==> src/rtl/drs_pack_pkg.sv <==
// drs_pack_pkg: constants, state encoding and payload-length helper shared by the DRS event packer.
package drs_pack_pkg;
  localparam int DEPTH_W = 13;
  localparam int TIMEOUT = 1024;
  localparam int TMO_W = $clog2(TIMEOUT);
  localparam logic [TMO_W-1:0] TMO_MAX = TMO_W'(TIMEOUT - 1);
  localparam logic [15:0] MAGIC = 16'hA55A;
  localparam logic [7:0] EOP = 8'hE5;
  localparam logic [7:0] MARK = 8'hF0;
  localparam int HDR_LEN = 8;
  localparam int TRL_LEN = 2;
  typedef enum logic [2:0] {IDLE, HDR, PAY, TRL, DONE} state_t;
  // Marker word + stop word + two channels of 16-bit samples.
  function automatic logic [15:0] plen(input logic [DEPTH_W-1:0] depth);
    return 16'd4 + {1'b0, depth, 2'b00};
  endfunction
endpackage

==> src/rtl/drs_event_packer.sv <==
// drs_event_packer: drains one DRS event from the data FIFO and frames it as header/payload/trailer
// into the transmit byte FIFO, honouring TX almost-full back-pressure.
module drs_event_packer
  import drs_pack_pkg::*;
(
  input  logic               CLK,
  input  logic               RST,
  input  logic               READ_DONE,
  input  logic [DEPTH_W-1:0] READDEPTH,
  output logic               DFIFO_RD_EN,
  input  logic [7:0]         DFIFO_DOUT,
  input  logic               DFIFO_EMPTY,
  input  logic               DFIFO_VALID,
  output logic [7:0]         TX_DATA,
  output logic               TX_WE,
  input  logic               TX_AFULL,
  output logic               PACK_BUSY,
  output logic               PACK_DONE,
  output logic [31:0]        EVT_NUM,
  output logic [1:0]         ERR_FLAGS
);
  state_t state_q, state_d;
  logic rd_q, rise, tmo_hit;
  logic [15:0] plen_q, plen_d, issue_q, issue_d, rcv_q, rcv_d;
  logic [2:0] idx_q, idx_d;
  logic [TMO_W-1:0] tmo_q, tmo_d;
  logic [1:0] err_q, err_d;
  logic [7:0] tx_data_q, tx_data_d;
  logic tx_we_q, tx_we_d;
  logic [31:0] evt_q;
  logic [63:0] hdr;

  assign rise = READ_DONE & ~rd_q;
  assign tmo_hit = state_q == PAY && !DFIFO_VALID && tmo_q == TMO_MAX;
  assign hdr = {MAGIC, evt_q, plen_q};

  always_ff @(posedge CLK or posedge RST)
    if (RST) state_q <= IDLE;
    else state_q <= state_d;

  always_comb begin
    state_d = state_q;
    unique case (state_q)
      IDLE:    state_d = rise ? HDR : IDLE;
      HDR:     state_d = (!TX_AFULL && idx_q == 3'(HDR_LEN - 1)) ? PAY : HDR;
      PAY:     state_d = (rcv_d == plen_q || tmo_hit) ? TRL : PAY;
      TRL:     state_d = (!TX_AFULL && idx_q == 3'(TRL_LEN - 1)) ? DONE : TRL;
      DONE:    state_d = IDLE;
      default: state_d = IDLE;
    endcase
  end

  // The last byte may be fetched while the FIFO already reports almost-empty.
  always_comb begin
    DFIFO_RD_EN = state_q == PAY && issue_q != 16'd0 && !TX_AFULL &&
                  (!DFIFO_EMPTY || issue_q == 16'd1) && !tmo_hit;
    PACK_BUSY = state_q inside {HDR, PAY, TRL};
    PACK_DONE = state_q == DONE;
  end

  always_comb begin
    plen_d = plen_q;
    issue_d = issue_q;
    rcv_d = rcv_q;
    idx_d = idx_q;
    tmo_d = tmo_q;
    err_d = err_q;
    tx_we_d = 1'b0;
    tx_data_d = tx_data_q;
    unique case (state_q)
      IDLE: if (rise) begin
        plen_d = plen(READDEPTH);
        issue_d = plen_d;
        rcv_d = '0;
        idx_d = '0;
        tmo_d = '0;
        err_d = '0;
      end
      HDR, TRL: if (!TX_AFULL) begin
        tx_we_d = 1'b1;
        tx_data_d = state_q == HDR ? 8'(hdr >> {~idx_q, 3'b000}) : idx_q[0] ? EOP : {6'b0, err_q};
        idx_d = idx_q + 3'd1;
      end
      PAY: begin
        issue_d = issue_q - 16'(DFIFO_RD_EN);
        tmo_d = DFIFO_VALID ? '0 : tmo_q + 1'b1;
        err_d[0] = err_q[0] | tmo_hit;
        if (DFIFO_VALID) begin
          tx_we_d = 1'b1;
          tx_data_d = DFIFO_DOUT;
          rcv_d = rcv_q + 16'd1;
          err_d[1] = err_q[1] | (rcv_q == 16'd0 && DFIFO_DOUT != MARK);
        end
      end
      default: ;
    endcase
  end

  always_ff @(posedge CLK or posedge RST)
    if (RST) begin
      rd_q <= 1'b0;
      plen_q <= '0;
      issue_q <= '0;
      rcv_q <= '0;
      idx_q <= '0;
      tmo_q <= '0;
      err_q <= '0;
      tx_data_q <= '0;
      tx_we_q <= 1'b0;
    end else begin
      rd_q <= READ_DONE;
      plen_q <= plen_d;
      issue_q <= issue_d;
      rcv_q <= rcv_d;
      idx_q <= idx_d;
      tmo_q <= tmo_d;
      err_q <= err_d;
      tx_data_q <= tx_data_d;
      tx_we_q <= tx_we_d;
    end

  always_ff @(posedge CLK or posedge RST)
    if (RST) evt_q <= '0;
    else if (state_q == DONE) evt_q <= evt_q + 32'd1;

  assign TX_DATA = tx_data_q;
  assign TX_WE = tx_we_q;
  assign EVT_NUM = evt_q;
  assign ERR_FLAGS = err_q;
endmodule

==> config.mk <==
export PLATFORM = sky130hd
export DESIGN_NAME = drs_event_packer
export DESIGN_NICKNAME = d
export VERILOG_FILES = /design/src/rtl/drs_pack_pkg.sv /design/src/rtl/drs_event_packer.sv
export SDC_FILE = /design/constraint.sdc
export NUM_CORES = 1
export LEC_CHECK = 0
export ABC_AREA = 1
export BUFFER_PORTS_ARGS = -buffer_cell sky130_fd_sc_hd__buf_2
export CAP_MARGIN = 5
export CORE_MARGIN = 5
export CORE_UTILIZATION = 43
export CTS_CLUSTER_SIZE = 24
export DETAILED_ROUTE_END_ITERATION = 10
export PLACE_DENSITY = 0.64
export SLEW_MARGIN = 30
export SYNTH_ARGS = -nofsm -noshare
export SYNTH_HDL_FRONTEND = slang
export SYNTH_SLANG_ARGS = --single-unit
==> constraint.sdc <==
create_clock -name CLK -period 3.5 [get_ports CLK]
set_input_delay 0.35 -clock CLK [delete_from_list [all_inputs] [get_ports CLK]]
set_output_delay 0.35 -clock CLK [all_outputs]
set_load 0.05 [all_outputs]
Yosys cells after proc, flatten, opt, wreduce, memory -nomap -nowiden
Cells that the tools add are included.
{"block": "totals", "out_inout_bits": 46, "word_cells": 92, "input_bits": 27, "regBits": 108}
{"block": "classes", "muxes": 27, "bitwise_logic": 5, "reduce_logical": 28, "n_shift": 1, "n_addsub": 6, "eq_ne": 13}
{"operator": "case mux 16 bit (2 select lines)", "n": 2}
{"operator": "right shift 64 x 6 -> 8 bit", "n": 1}
{"operator": "2-to-1 mux 16 bit", "n": 3}
{"operator": "adder 32 x 1 -> 32 bit, second input constant", "n": 1}
{"operator": "2-to-1 mux 8 bit", "n": 4}
{"operator": "2-to-1 mux 10 bit", "n": 2}
{"operator": "case mux 10 bit (2 select lines)", "n": 1}
{"operator": "adder 16 x 1 -> 16 bit, second input constant", "n": 1}
{"operator": "adder 3 x 15 -> 16 bit, first input constant", "n": 1}
{"operator": "== test 16 x 1 -> 1 bit, second input constant", "n": 1}
{"operator": "== test 16 bit", "n": 1}
{"operator": "logical NOT 16 bit", "n": 1}
{"operator": "case mux 8 bit (2 select lines)", "n": 1}
{"operator": "nonzero test 16 bit", "n": 1}
{"operator": "subtractor 16 x 1 -> 16 bit", "n": 1}
{"operator": "case mux 3 bit (4 select lines)", "n": 1}
{"operator": "adder 10 x 1 -> 10 bit, second input constant", "n": 1}
{"operator": "== test 10 bit, second input constant", "n": 1}
{"operator": "logical AND 1 bit", "n": 9}
{"operator": "2-to-1 mux 3 bit", "n": 3}
{"operator": "AND reduction 3 bit", "n": 3}
{"operator": "inequality test 8 bit, second input constant", "n": 1}
{"operator": "== test 3 x 1 -> 1 bit, second input constant", "n": 2}
{"operator": "== test 3 x 2 -> 1 bit, second input constant", "n": 2}
{"operator": "other kinds (19)", "n": 35}

Longest topological paths before layout
Gate-level depths: netlist (run 1).
{"block": "depth", "depth_word": 8, "depth_mapped": 20, "mapped_depth_nobuf": 20}

Worst setup path before layout (run 1)
OpenSTA, ideal clock, no wires.
{"block": "synth_timing", "path_type": "flip-flop to flip-flop", "from": "reg state_q[0]", "to": "reg issue_q[15]", "path_buffers": 2, "arrival_ns": 3.228, "setup_ns": 0.120, "path_stages_with_launch": 18, "path_slack_ns": 0.152, "synth_period_minus_slack_ns": 3.348, "t_required_ns": 3.380, "cell_sequence": "dfrtp_1 -> inv_1 -> nand2_2 -> nor2_4 -> buf_6 -> buf_2 -> o2111ai_1 -> nor2_1 -> ha_1 -> nand2_1 -> nor2_1 -> nand3_1 -> nor2_1 -> inv_1 -> nor3_1 -> xor2_1 -> o21ai_0 -> inv_1"}
{"block": "synth_via", "elab_chain_cells": 7, "word_cells_on_any_way": 14, "cone_classes": "add/sub (1); eq/ne (2); mux (1); reduce/logical (10)"}
{"element": "from (decl)", "line": "drs_event_packer.sv:22", "text": "state_t state_q, state_d;"}
{"element": "from (signal assigned)", "line": "drs_event_packer.sv:39", "text": "else state_q <= state_d;"}
{"element": "== test 3 x 2 -> 1 bit *", "line": "drs_event_packer.sv:34, drs_event_packer.sv:55"}
{"element": "logical AND 1 bit, on equally long branches (2 in series)", "line": "drs_event_packer.sv:55, drs_event_packer.sv:34"}
{"element": "logical AND 1 bit or logical NOT 1 bit (tied branches)", "line": "drs_event_packer.sv:55, drs_event_packer.sv:56"}
{"element": "logical AND 1 bit *", "line": "drs_event_packer.sv:56", "text": "(!DFIFO_EMPTY || issue_q == 16'd1) && !tmo_hit;"}
{"element": "via DFIFO_RD_EN", "line": "drs_event_packer.sv:10", "text": "output logic DFIFO_RD_EN,"}
{"element": "subtractor 16 x 1 -> 16 bit *", "line": "drs_event_packer.sv:85", "text": "issue_d = issue_q - 16'(DFIFO_RD_EN);"}
{"element": "case mux 16 bit (2 select lines) *", "line": "drs_event_packer.sv:70", "text": "unique case (state_q)"}
{"element": "to (signal assigned)", "line": "drs_event_packer.sv:113", "text": "issue_q <= issue_d;"}
{"element": "to (decl)", "line": "drs_event_packer.sv:24", "text": "logic [15:0] plen_q, plen_d, issue_q, issue_d, rcv_q, rcv_d;"}
Mark *: on every way through the listed nets, which the timed path passes. The rest lies on a longest branch.
A chain may end at the register's enable or synchronous reset.

Worst setup path in the final report (run 1)
{"block": "layout_timing", "from": "reg issue_q[7]", "to": "reg issue_q[15]"}
{"block": "layout_via", "elab_chain_cells": 7, "word_cells_on_any_way": 9, "cone_classes": "add/sub (1); eq/ne (1); mux (1); reduce/logical (6)"}
{"element": "nonzero test 16 bit", "line": "drs_event_packer.sv:55", "text": "DFIFO_RD_EN = state_q == PAY && issue_q != 16'd0 && !TX_AFULL &&"}
{"element": "logical AND 1 bit (3 in series)", "line": "drs_event_packer.sv:55"}
{"element": "logical AND 1 bit", "line": "drs_event_packer.sv:56"}
{"element": "subtractor 16 x 1 -> 16 bit *", "line": "drs_event_packer.sv:85"}
{"element": "case mux 16 bit (2 select lines) *", "line": "drs_event_packer.sv:70"}
Every way passes the cells marked *; elsewhere a longest branch is shown, timed or not.

==> results of run 1 <==
layout make-up:
class                           instances  area share
Clock buffer                            9      0.0309
Clock inverter                          7     0.00840
Inverter                              124      0.0643
Multi-Input combinational cell        613       0.445
Sequential cell                       106       0.363
Tap cell                              184      0.0315
Timing Repair Buffer                   79      0.0566
cells by family after synthesis:
kind of cell	count (synthesis)
AO/OA/AOI/OAI	125
XOR/XNOR	34
adder cells (fa/ha/maj)	10
flip-flops	106
AND/OR/NAND/NOR	444
buffers and inverters	141
routing by layer:
metal / up-vias / share of wire
met4: 2 / 0.011
li1: 2979 / -
met2: 159 / 0.44
met1: 2758 / 0.49
met3: 17 / 0.060
met5: - / 0.00045
worst max-delay path, cell delays in order (launching register included):
cell and delay [ns]:
dfrtp_1 0.41, nor2_1 0.16, inv_1 0.06, nor2_1 0.13, nand3_1 0.08, inv_1 0.08, nand2_1 0.07, o21ai_0 0.14
o2111ai_1 0.11, nor2_1 0.15, ha_1 0.19, nand2_1 0.08, nor2_1 0.19, nand3_1 0.13, nor2_1 0.20, inv_1 0.10
nor3_1 0.18, xor2_1 0.09, o21ai_0 0.14, inv_1 0.05
layout by cell type (no fill, tap or decap), drive strengths merged, types with 12 or more instances in the layout:
| cell type | instances |
|---|---|
| o211ai | 12 |
| nor2 | 94 |
| nand3 | 94 |
| inv | 126 |
| a21oi | 26 |
| nand2 | 202 |
| nand4 | 20 |
| nor3 | 20 |
| dfrtp | 106 |
| buf | 79 |
| xor2 | 27 |
| o21ai | 59 |
power groups by stage:
stage                     Sequential, mW  Combinational (mW)  Clock, mW
after floorplan                     1.87                1.04          0
after global placement              1.72                1.65          0
after detailed placement            1.72                1.67          0
after CTS                           1.70                1.67       1.02
after global routing                1.74                1.90       1.08
final                               1.70                1.67       1.00
registers in the layout, summed over array words and instances (netlist names):
| name | cells |
|---|---|
| rd_q | 1 |
| idx_q | 3 |
| state_q | 3 |
| tmo_q | 10 |
| plen_q | 14 |
| issue_q | 16 |
| ERR_FLAGS | 2 |
| TX_DATA | 8 |
| EVT_NUM | 32 |
| TX_WE | 1 |
| rcv_q | 16 |
worst max path at each step:
| stage | endpoint | depth (start not counted) |
|---|---|---|
| finish | issue_q[15] | 19 |
| CTS | issue_q[15] | 19 |
| detailed placement | issue_q[15] | 19 |
| floorplan | issue_q[15] | 17 |
| global route | issue_q[15] | 20 |
| global placement | issue_q[15] | 19 |
==> key figures, run 1 <==
STA
  • Final Hold Vio Count: 0
  • Skew final: around 0.011 ns
  • Fin worst setup slack: 0.649 ns
  • F_max: 351 MHz
  • Final setup viols: 0
  • RSZ-0062 raised after global routing: no
  • Final worst path period share: 0.815
  • Min Tclk post-route: around 2.9 ns
  • Setup TNS: 0 ns
  • Hold WS: 0.0906 ns
  • Max Slew Vio Count: 0
  • Slew headroom: 0.533
  • Worst-Margin Slew: roughly 0.7 ns

Synthesis
  • Register area share after synthesis: 0.412
  • Yosys cell types: 42
  • Synth Area in Compound Gates: 0.115
  • Post-Synth Adder-Cell Area: 0.0194
  • Post-synthesis mux area share: 0
  • Top_reg_cell synth: dfrtp_1
  • Post-Synth XOR/XNOR Area: 0.0462
  • Post-Syn Area: 6440 sq um
  • FFs w/ async S/R, synth: 1.00
  • Largest family of logic cells by synthesized area: simple AND/OR/NAND/NOR gates
  • Synth Warn #: 0
  • Mean Syn Cell Area: between 7 and 8 sq um
  • Yosys reg bits: 106
  • Most common cell in the netlist: nand2_1
  • Mapped Nets: 897
  • Synth area leader: dfrtp_1
  • Cells after Synth: 860
  • Number of synthesized flops with an enable pin: 0
  • Synth top area share: 0.412
  • Synth top area cells: dfrtp_1 (41%), nand2_1 (11%), inv_1 (7.1%)
  • Post-synth top cells: nand2_1 (196), inv_1 (122), dfrtp_1 (106)
  • Simple-Gate Fraction of Synth Area: 0.323

GRT
  • Vias in the first global route: 5492
  • Busiest grt layer: met1
  • Initial antenna violation count: 1
  • Met2 Usage GRT: 0.302
  • Pin count of the biggest net entering global routing: 54
  • Overflow after GRT: 0
  • Met1 usage in global routing: 0.310
  • Overall Global Routing Usage: 0.206
  • First-pass GRT wire length: approximately 29000 um
  • Met3 global-route usage: 0.0440

Die
  • Die area: 17500 sq um
  • Core area: approximately 15000 sq um
  • Die height: between 100 and 150 um
  • Ports: 73
  • Starting Density: 0.442
  • Cell Rows: between 40 and 50
  • Die width: 132 um

Run status
  • Status: finished clean

Power
  • Clock share of power: 0.229
  • Pwr Density: 600 nW/um^2
  • P_int: around 2.5 mW
  • Final Power: 4.38 mW
  • Psw: between 1.5 and 2 mW
  • Flop pwr share: 0.389
  • Logic gate share of total power: 0.382
  • Switching portion of total power: 0.436
  • VDD IR-drop max: 0.460 mV
  • Cell leakage power: 3.67 nW

Placement
  • Post-DP Area: 7010 sq um
  • Port Buffers: 72
  • DP Worst Slack: 0.677 ns
  • RePlAce Congestion: 0.908
  • DP HPWL: 13500 um
  • Placed cell count: between 1000 and 1500

Cells and area
  • Post-route cell area: 7300 sq um
  • Final Util: 0.500
  • FILL cells: between 1000 and 1500
  • Layout Cells excl Fill: 1122
  • Sequential Area: 2650 sq um
  • Area grow syn2layout: 13.3%
  • Footprint of the multi-input gates: 3250 sq um
  • Share of cells above drive strength 1: 0.146
  • Nets: between 900 and 1000
  • Diode count: 0

Worst setup path
  • R2r endpoint: issue_q[15]
  • Crit Path Category: reg -> reg
  • Arrival time worst endpoint: 3.11 ns
  • R2r worst-path depth: 19
  • Reg2reg start: issue_q[7]
  • WP data required: 3.76 ns
  • Crit path launch type: flop
  • CP Capture Type: flop
  • R2r setup slk: 0.65 ns
  • Worst Setup SP: issue_q[7]
  • Worst Path Max Fanout: 4

Drt
  • Total Wirelength: roughly 18000 um
  • Via count: 5915
  • Drc violations: 0
  • WL per Instance: 15.8 um
  • Pre-antenna DRT Iters: 6
  • Antenna Nets Post-Route: 0
  • Initial DRC Count: 453
  • Vias/cell: 5.27

Clocking
  • CTS Root Cell: clkbuf_16
  • Total CTS buffers: 9
  • Worst-path clk slew: 0.08 ns
  • H-tree levels: 3
  • Clock Latency Late Sink: approximately 0.36 ns
  • Postcts setup bufs: 0
  • CTS tree: built
  • Clock Sinks: approximately 110
  • Post-cts resize count: 0
  • Cts hold-fix bufs: 0
  • CTS max path bufs: 2

Job
  • Max cap viols: 0

Worst hold path
  • Hold Path Class: in -> async
Power figures use the tool's default switching activity.
==> run 2: changes to the inputs <==
ABC_AREA = 0   (was 1)
PLACE_DENSITY = 0.66   (was 0.64)
clock period = 2.55 ns   (was 3.5 ns; I/O delays follow)
==> run 2 against run 1 <==
The flow now finishes with violations (negative setup slack); power grew 41%; worst hold slack got worse by 0.067 ns; sequential share of layout area decreased by 1.3 points; register-to-register slack got worse by 1.5 ns; sequential cell count unchanged; synthesized area down 9.3%; global-route usage decreased by 0.46 points; via count shrank 11%; final cell count down 16%; clock skew is essentially flat; non-clock buffer count grew 80; wire length fell by 10%; critical path type unchanged; critical endpoint is now issue_q[8]; largest cell class unchanged; largest power group unchanged.
==> key figures, run 2 <==
Run status
  • Status: complete, but fails checks
  • Violated checks: negative setup slack

Worst setup path
  • Crit Path Category: reg -> reg
  • CP Depth: 14 (-5)
  • Critical path's largest stage delay: 0.39 ns (-0.02 ns)
  • Worst Path Max Fanout: 5 (+1)
  • R2r endpoint: issue_q[8]
  • CP Capture Type: flop
  • CP Buf/Inv Count: 1 (-3)
  • R2r setup slk: -0.83 ns (-1.48 ns)
  • Arrival time worst endpoint: 3.61 ns (+0.50 ns)
  • Crit path launch type: flop
  • Reg2reg start: issue_q[8]
  • Worst Setup SP: issue_q[8]
  • CP top delay family: simple AND/OR/NAND/NOR gates
  • R2r worst-path depth: 14 (-5)
  • Worst setup path end: issue_q[8]
  • Critical-path cell list: or3_4, or2_4, nor4_4, nand4_1, a211oi_4, ha_4, ha_4, nand2b_4, or3_4, nor2_4, nand2_2, buf_6, and3_4, or3_1
  • Slowest cell on crit path: or3_4
  • WP data required: 2.78 ns (-0.98 ns)

Drt
  • WL per Instance: 16.9 um (+7.4%)
  • Antenna Nets Post-Route: 0 (unchanged)
  • Via count: 5262 (-11%)
  • Vias/cell: 5.60 (+6.2%)
  • Drc violations: 0 (unchanged)
  • Pre-antenna DRT Iters: 5 (-1)
  • Initial DRC Count: 333 (-26%)
  • Total Wirelength: 15900 um (-10%)

Synthesis
  • Simple-Gate Fraction of Synth Area: 0.220 (-0.104)
  • Synth Area in Compound Gates: 0.130 (+0.0148)
  • Largest family of logic cells by synthesized area: simple AND/OR/NAND/NOR gates
  • Post-Synth XOR/XNOR Area: 0.0884 (+0.0422)
  • Mean Syn Cell Area: 9.43 sq um (+26%)
  • Most common cell in the netlist: dfrtp_1
  • Post-synth top cells: dfrtp_1 (106), nand2_1 (74), o21ai_0 (47)
  • Synth top area share: 0.454 (+0.0422)
  • Number of synthesized flops with an enable pin: 0 (unchanged)
  • Post-Syn Area: 5840 sq um (-9.3%)
  • Register area share after synthesis: 0.454 (+0.0422)
  • Mapped Nets: 657 (-27%)
  • Post-Synth Adder-Cell Area: 0.0214 (+0.00199)
  • Synth Warn #: 0 (unchanged)
  • FFs w/ async S/R, synth: 1.00 (unchanged)
  • Cells after Synth: 620 (-28%)
  • Post-synthesis mux area share: 0.0533 (+0.0533)
  • Synth area leader: dfrtp_1
  • Synth top area cells: dfrtp_1 (45%), xnor2_1 (5.4%), nand2_1 (4.8%)
  • Yosys reg bits: 106 (unchanged)
  • Top_reg_cell synth: dfrtp_1
  • Yosys cell types: 63 (+50%)

STA
  • Fin worst setup slack: -0.834 ns (-1.48 ns)
  • RSZ-0062 raised after global routing: yes
  • Final Hold Vio Count: 0 (unchanged)
  • Slew headroom: 0.494 (-0.0384)
  • Final worst path period share: 1.33 (+0.513)
  • Skew final: 0.0101 ns (-0.000488 ns)
  • F_max: 295 MHz (-16%)
  • Final setup viols: 16 (+16)
  • Hold WS: 0.0237 ns (-0.0668 ns)
  • Worst-Margin Slew: 0.757 ns (+0.0649 ns)
  • Setup TNS: -7.79 ns (-7.79 ns)
  • Min Tclk post-route: 3.38 ns (+0.533 ns)
  • Max Slew Vio Count: 0 (unchanged)

Worst hold path
  • Hold Path Class: in -> async

GRT
  • Vias in the first global route: 5141 (-6.4%)
  • Overflow after GRT: 0 (unchanged)
  • Pin count of the biggest net entering global routing: 43 (-20%)
  • Initial antenna violation count: 0 (-1)
  • Overall Global Routing Usage: 0.201 (-0.00455)
  • First-pass GRT wire length: 26100 um (-11%)

Cells and area
  • Final Util: 0.571 (+0.0703)
  • FILL cells: 1134 (-22%)
  • Max reg flops: 32 (unchanged)
  • Most frequent cells in the layout: dfrtp_1 (101), buf_4 (77), nand2_1 (72), buf_2 (71), nor2_1 (44)
  • Share of cells above drive strength 1: 0.312 (+0.165)
  • Layout Cells excl Fill: 940 (-16%)
  • Diode count: 0 (unchanged)
  • Most common cell after layout, fill and taps aside: dfrtp_1
  • Nets: 796 (-18%)
  • Area grow syn2layout: 29.8%
  • Post-route cell area: 7590 sq um (+3.9%)

Placement
  • DP Worst Slack: -0.821 ns (-1.50 ns)
  • DP HPWL: 11900 um (-12%)
  • Placed cell count: 909 (-18%)
  • Port Buffers: 72 (unchanged)
  • Post-DP Area: 6970 sq um (-0.59%)
  • RePlAce Congestion: 0.865 (-4.7%)

Job
  • Max cap viols: 0 (unchanged)

Power
  • Cell leakage power: 3.56 nW (-3.0%)
  • Final Power: 6.18 mW (+41%)
  • VDD IR-drop max: 0.348 mV (-24%)
  • Pwr Density: 815 nW/um^2 (+36%)

Die
  • Die area: 16000 sq um (-8.6%)
  • Cell Rows: 42 (-4.5%)
  • Die height: 127 um (-4.4%)
  • Starting Density: 0.440 (-0.00210)
  • Core area: 13300 sq um (-8.9%)
  • Ports: 73 (unchanged)
  • Die width: 127 um (-4.4%)

Clocking
  • CTS Root Cell: clkbuf_16
  • Cts hold-fix bufs: 0 (unchanged)
  • CTS max path bufs: 2 (unchanged)
  • Clock Sinks: 106 (unchanged)
  • Clock Latency Late Sink: 0.35 ns (about the same)
  • CTS tree: built
  • Total CTS buffers: 9 (unchanged)
  • Worst-path clk slew: 0.07 ns (about the same)
  • H-tree levels: 3 (unchanged)
==> run 2: metal layers <==
| layer | part of all wire | GRT usage |
|---|---|---|
| met1 | 0.44 | 0.263 |
| met4 | 0.031 | 0.0864 |
| met2 | 0.48 | 0.328 |
| met3 | 0.054 | 0.0366 |
| met5 | 0 | 0 |
==> run 2: layout make-up <==
class                   count  area [sq um]  area share
inverters                  17          67.6     0.00891
multi-input cells         466          3240       0.427
clock inverters             4          48.8     0.00643
repair buffers            159          1090       0.143
well taps                 176           220      0.0290
clock buffers              12           267      0.0351
flip-flops and latches    106          2660       0.350
==> run 2: cell families (layout without fill, tap and decap cells) <==
logic type      count (synthesis)  after routing
mux                            23             23
xor+xnor                       59             59
flops                         106            106
fa+ha+maj                      10             10
simple gates                  254            254
compound gates                120            120
buf+inv                        48            192
==> run 2: worst min path at each step <==
stage | endpoint | slack [ns] | cells past startpoint
global placement | plen_q[10] | 0.42 | 2
detailed placement | plen_q[10] | 0.43 | 2
CTS | plen_q[10] | 0.04 | 2
floorplan | rd_q | 0.29 | 0
finish | plen_q[10] | 0.02 | 2
global route | rd_q | 0.07 | 1
==> run 2: what timing repair did <==
item | in CTS | in global routing
hold endpoints to repair | 0 | 0
endpoints found under the setup margin | 15 | 17
pin swaps | 13 | 5
gates resized for setup | 29 | 15
setup buffers | 12 | 5
==> run 2: power by group <==
part | switching (mW) | internal, mW
Clock | 0.606 | 0.840
Combinational | 1.30 | 1.00
Sequential | 0.410 | 2.02
